<file path="config.mk">
export PLATFORM = sky130hd
export DESIGN_NAME = countdown_timer
export DESIGN_NICKNAME = d
export VERILOG_FILES = /design/src/rtl/countdown_timer.sv
export SDC_FILE = /design/constraint.sdc
export NUM_CORES = 1
export LEC_CHECK = 0
export BUFFER_PORTS_ARGS = -buffer_cell sky130_fd_sc_hd__buf_2
export CAP_MARGIN = 10
export CORE_MARGIN = 4
export CORE_UTILIZATION = 35
export CTS_BUF_LIST = sky130_fd_sc_hd__clkbuf_4 sky130_fd_sc_hd__clkbuf_8 sky130_fd_sc_hd__clkbuf_16
export DETAILED_ROUTE_END_ITERATION = 16
export SETUP_SLACK_MARGIN = 0.15
export SLEW_MARGIN = 5
export SYNTH_ARGS = -nofsm -noshare
export SYNTH_HDL_FRONTEND = slang
export SYNTH_SLANG_ARGS = --single-unit
</file>
<file path="constraint.sdc">
create_clock -name clk -period 2.9 [get_ports clk]
set_clock_uncertainty 0.05 [all_clocks]
set_input_delay 0.145 -clock clk [delete_from_list [all_inputs] [get_ports clk]]
set_output_delay 0.145 -clock clk [all_outputs]
set_load 0.02 [all_outputs]
</file>
<file path="src/rtl/countdown_timer.sv">
// Keypad-loaded BCD countdown with an internal prescaler and leading-zero blanking.
// Define COUNTDOWN_PAUSE_EN to let the start key pause and resume a running countdown.
module countdown_timer #(
  parameter int unsigned DIGITS      = 4,
  parameter int unsigned TICK_CYCLES = 100000000
) (
  input  logic                clk,
  input  logic                rst,
  input  logic                keydown_num,
  input  logic [3:0]          num,
  input  logic                keydown_start,
  input  logic                keydown_confirm,
  input  logic                keydown_clear,
  output logic [4*DIGITS-1:0] digits,
  output logic [DIGITS-1:0]   blank,
  output logic                running,
  output logic                done
);

  localparam int unsigned DW = 4 * DIGITS;
  localparam int unsigned PW = $clog2(TICK_CYCLES);
  localparam logic [PW-1:0]     LAST      = PW'(TICK_CYCLES - 1);
  localparam logic [DIGITS-1:0] BLANK_RST = ~DIGITS'(1);

  typedef enum logic [2:0] {
    S_IDLE,
    S_ARMED,
    S_RUN,
`ifdef COUNTDOWN_PAUSE_EN
    S_PAUSE,
`endif
    S_DONE
  } state_t;

  state_t          state, state_n;
  logic [DW-1:0]   entry, entry_n;
  logic [DW-1:0]   remaining, remaining_n;
  logic [PW-1:0]   prescaler, prescaler_n;
  logic [DW-1:0]   disp_n;
  logic [DIGITS-1:0] blank_n;
  logic            tick;

  // BCD decrement by one; a zero digit borrows and becomes 9.
  function automatic logic [DW-1:0] bcd_dec(input logic [DW-1:0] v);
    logic       borrow;
    logic [3:0] d;
    bcd_dec = v;
    borrow  = 1'b1;
    for (int i = 0; i < int'(DIGITS); i++) begin
      d = v[4*i +: 4];
      if (borrow) begin
        if (d == 4'd0) begin
          bcd_dec[4*i +: 4] = 4'd9;
        end else begin
          bcd_dec[4*i +: 4] = d - 4'd1;
          borrow = 1'b0;
        end
      end
    end
  endfunction

  // Digit i is dark when it and all higher digits are zero; units never blank.
  function automatic logic [DIGITS-1:0] blank_of(input logic [DW-1:0] v);
    logic nz;
    nz = 1'b0;
    blank_of = '0;
    for (int i = int'(DIGITS) - 1; i >= 0; i--) begin
      nz = nz | (v[4*i +: 4] != 4'd0);
      blank_of[i] = ~nz;
    end
    blank_of[0] = 1'b0;
  endfunction

  // Next-state and datapath; one event per cycle, clear first, tick before keys.
  always_comb begin
    state_n     = state;
    entry_n     = entry;
    remaining_n = remaining;
    prescaler_n = prescaler;
    tick        = (state == S_RUN) && (prescaler == LAST);

    if (keydown_clear) begin
      state_n     = S_IDLE;
      entry_n     = '0;
      remaining_n = '0;
      prescaler_n = '0;
    end else begin
      case (state)
        S_IDLE: begin
          if (keydown_confirm) begin
            remaining_n = entry;
            state_n     = S_ARMED;
          end else if (keydown_num && (num <= 4'd9)) begin
            entry_n = (entry << 4) | DW'(num);
          end
        end
        S_ARMED: begin
          if (keydown_start) begin
            if (remaining != '0) begin
              prescaler_n = '0;
              state_n     = S_RUN;
            end else begin
              state_n = S_DONE;
            end
          end else if (keydown_confirm) begin
            remaining_n = entry;
          end
        end
        S_RUN: begin
          if (tick) begin
            prescaler_n = '0;
            if (remaining == DW'(1)) begin
              remaining_n = '0;
              state_n     = S_DONE;
            end else begin
              remaining_n = bcd_dec(remaining);
            end
          end else begin
            prescaler_n = prescaler + PW'(1);
`ifdef COUNTDOWN_PAUSE_EN
            if (keydown_start) state_n = S_PAUSE;
`endif
          end
        end
`ifdef COUNTDOWN_PAUSE_EN
        S_PAUSE: begin
          if (keydown_start) state_n = S_RUN;
        end
`endif
        S_DONE: begin
          if (keydown_start && (entry != '0)) begin
            remaining_n = entry;
            prescaler_n = '0;
            state_n     = S_RUN;
          end
        end
        default: state_n = S_IDLE;
      endcase
    end

    disp_n  = (state_n == S_IDLE) ? entry_n : remaining_n;
    blank_n = blank_of(disp_n);
  end

  // State, datapath and registered display outputs.
  always_ff @(posedge clk) begin
    if (rst) begin
      state     <= S_IDLE;
      entry     <= '0;
      remaining <= '0;
      prescaler <= '0;
      digits    <= '0;
      blank     <= BLANK_RST;
      running   <= 1'b0;
      done      <= 1'b0;
    end else begin
      state     <= state_n;
      entry     <= entry_n;
      remaining <= remaining_n;
      prescaler <= prescaler_n;
      digits    <= disp_n;
      blank     <= blank_n;
      running   <= (state_n == S_RUN);
      done      <= (state_n == S_DONE);
    end
  end

endmodule

</file>
==> metrics.md <==
| Metric | Value |
|---|---|
| Outcome | finished, violations left |
| Failing checks | setup timing |
| Seq/Total Area, Yosys | 36.2% |
| Yosys warning count | 0 |
| PortBufs | 30 |
| Drt wl/cell | 18.7 um |
| Synth-to-Final Area Change | 31.9% |
| Post-route ant nets | 0 |
| I/O pin count | 32 |
| Max-cap violations | 0 |
| Fin nets | 668 |
| Fmax | 345 MHz |
| PwrDens | 444 nW/um^2 |
| Share of power burned in registers | 43.0% |
| Pins Over Slew Limit | 0 |
| CTS Sinks | 83 |
| Area leader, netlist | dfxtp_1 |
| Num CTS Buffers | 9 |
| Max_slew headroom | 39.1% |
| H-tree Lvls | 3 |
| Reg area | 1670 sq um |
| CTS tree | done |
| Crit path capture type | flip-flop |
| Internal Dissipation | 2.04 mW |
| Chip Width | 123 um |
| Initial Util | a little over a third |
| Flop-to-flop setup slack | -0.002 ns |
| Setup Crit Path Kind | flip-flop to flip-flop |
| Post-synth EDFFs | 0 |
| Clk pin slew, worst setup/hold paths | 0.06 ns |
| TritonRoute pass-1 iters | 5 |
| Global route overflow | 0 |
| Top-area cell type share of the netlist area | 36.2% |
| Avg Inst Size Synth | between 8 and 9 sq um |
| FP Rows | 41 |
| Filler cells | 1253 |
| CP startpoint | entry[4] |
| CP Launch Type | flip-flop |
| Fin crit period | 2.90 ns |
| Mapped cell area | roughly 4600 sq um |
| Leak | 2.39 nW |
| WP data arrival | 3.10 ns |
| RD Place Congestion | about 0.95 |
| Measured slew at the worst slew-check pin | roughly 0.91 ns |
| Clk pwr share | 48.4% |
| CP endpoint | blank[1] |
| Initial antenna violation count | 0 |
| Sw Pwr | 0.650 mW |
| # setup viols final | 1 |
| Vias/cell | about 5.8 |
| Antenna Cells | 0 |
| Multi-input logic area | 2980 sq um |
| Hold Startpoint | num[2] |
| Largest net degree at the start of global routing | 26 |
| FF-to-FF Start | entry[4] |
| Syn Inst Count | 558 |
| Gr usage total | 20.4% |
| Distinct cells, synth | 79 |
| Worst Reg2Reg Path Length in Cells | 7 |
| Drt drc | 0 |
| Reg-to-Reg End | blank[1] |
| Die area | 15000 sq um |
| DR vias | 4810 |
| Fraction of registers with async set or reset after synthesis | 0% |
| Clk Latency, worst-skew pair | roughly 0.36 ns |
| Tot Pwr | 2.69 mW |
| Hold Path Class | primary input to flip-flop |
| Routed WL | 15.5 mm |
| Clock buffer depth | 2 |
| Die Span Y | 123 um |
| Share of cells above drive strength 1 | 28.8% |
| CTS root buf | clkbuf_16 |
| Maximum VDD drop | 0.240 mV |
| DP HPWL | 11.0 mm |
| Synth area leaders | dfxtp_1 36%, nor2_1 7.4%, mux2i_1 3.9% |
| First DRT Iteration DRCs | just under 500 |
| CP required | 3.09 ns |
| Final Hold Vio Count | 0 |
| Comb pwr share | 8.6% |
| Post-synth top cells | 90 x nor2_1, 83 x dfxtp_1, 41 x nand2_1 |
| Flops & latches, synth | 83 |
| Core Footprint | ~13000 sq um |
| Count leader, synth | nor2_1 |
| CP Max Fanout | 5 |
| Final worst-path cycle share | 100% |
| Sw frac | roughly a quarter |
| Unrepaired setup endpoints after global routing | yes |
| Vias in the first global route | 4520 |
| First-pass GRT wire length | 23.8 mm |
| Final Util | 47.7% |
| Setup ws final | -0.00245 ns |
| Main synth FF type | dfxtp_1 |
| Hold buffers post-CTS | 0 |
metrics by stage:
stage                     hold WS (ns)  TNS (ns)  instances  area, sq um  setup WS (ns)
after global routing            0.0845    -0.633        828         6060         -0.133
after floorplan                  0.258         0        559         4620          0.152
after global placement           0.388         0        797         5330         0.0105
after CTS                       0.0478         0        818         5720         0.0245
final                           0.0600  -0.00245        828         6060       -0.00245
after detailed placement         0.415    -0.140        797         5330         -0.102
final cells by class:
| class | instances | share of cell area, % |
|---|---|---|
| multi-input combinational | 425 | 49.1 |
| sequential | 83 | 27.5 |
| timing repair buffer | 107 | 12.8 |
| clock buffer | 11 | 4.17 |
| tap | 172 | 3.55 |
| inverter | 25 | 1.55 |
| clock inverter | 5 | 1.36 |
layout by cell type, fill, tap and decap left out, drive strengths merged, types with 7 or more instances in the layout:
master,count
nor2,90
inv,24
nand3,12
dfxtp,83
buf,107
and3,8
nand2,41
clkbuf,11
a21oi,27
mux2i,18
o21ai,10
a221o,7
a211oi,7
ha,7
xnor2,20
nand4,14
nor3,27
or4,7
nor4,9
registers in the layout, summed over array words and instances, names as in the netlist:
name       cells
state          3
running        1
digits        16
remaining     16
done           1
prescaler     27
entry         16
blank          3
critical path: stages (launching register included):
cell and delay, ns:
dfxtp_2 0.32, or4_4 0.53, o41a_1 0.52, a21o_1 0.24
a221o_1 0.35, o31ai_4 0.25, nand4_1 0.18, o41ai_2 0.34
worst min path at each step:
stage	depth (start not counted)	end	slack [ns]
after detailed placement	3	entry[2]	0.42
after global placement	3	entry[2]	0.39
after CTS	3	entry[2]	0.05
final	3	entry[2]	0.06
after global routing	3	entry[2]	0.08
after floorplan	2	entry[2]	0.26
power groups by stage:
stage	Sequential, mW	Clock, mW	Combinational, mW
floorplan	1.19	0	0.116
global placement	1.18	0	0.196
detailed placement	1.18	0	0.197
CTS	1.16	1.32	0.202
global route	1.16	1.37	0.246
finish	1.16	1.30	0.232
repair_timing:
action / CTS / global route
setup buffers: 5 / 7
cloned: 0 / 3
gates resized for setup: 5 / 64
endpoints found under the setup margin: 5 / 39
pin swaps: 3 / 19
cells by family (layout without fill, tap and decap cells):
kind of cell             count (synthesis)  count (layout)  synth area share [%]
AND/OR/NAND/NOR                        246             246                  27.0
AO/OA/AOI/OAI                          123             123                  20.6
flip-flops                              83              83                  36.2
buffers and inverters                   51             148                  4.63
XOR/XNOR                                26              26                  4.96
multiplexers                            21              21                  4.66
adder cells (fa/ha/maj)                  7               7                  1.91
other                                    1               2                0.0816
per-layer routing:
| metal | vias up | routed length [um] | track usage [%] |
|---|---|---|---|
| met5 | - | 0 | 0 |
| met4 | 0 | 533 | 9.38 |
| met3 | 48 | 1150 | 4.24 |
| met2 | 225 | 7300 | 33.8 |
| met1 | 2287 | 6500 | 25.5 |
| li1 | 2250 | - | - |
No activity file was read; power rests on OpenSTA's default activity.
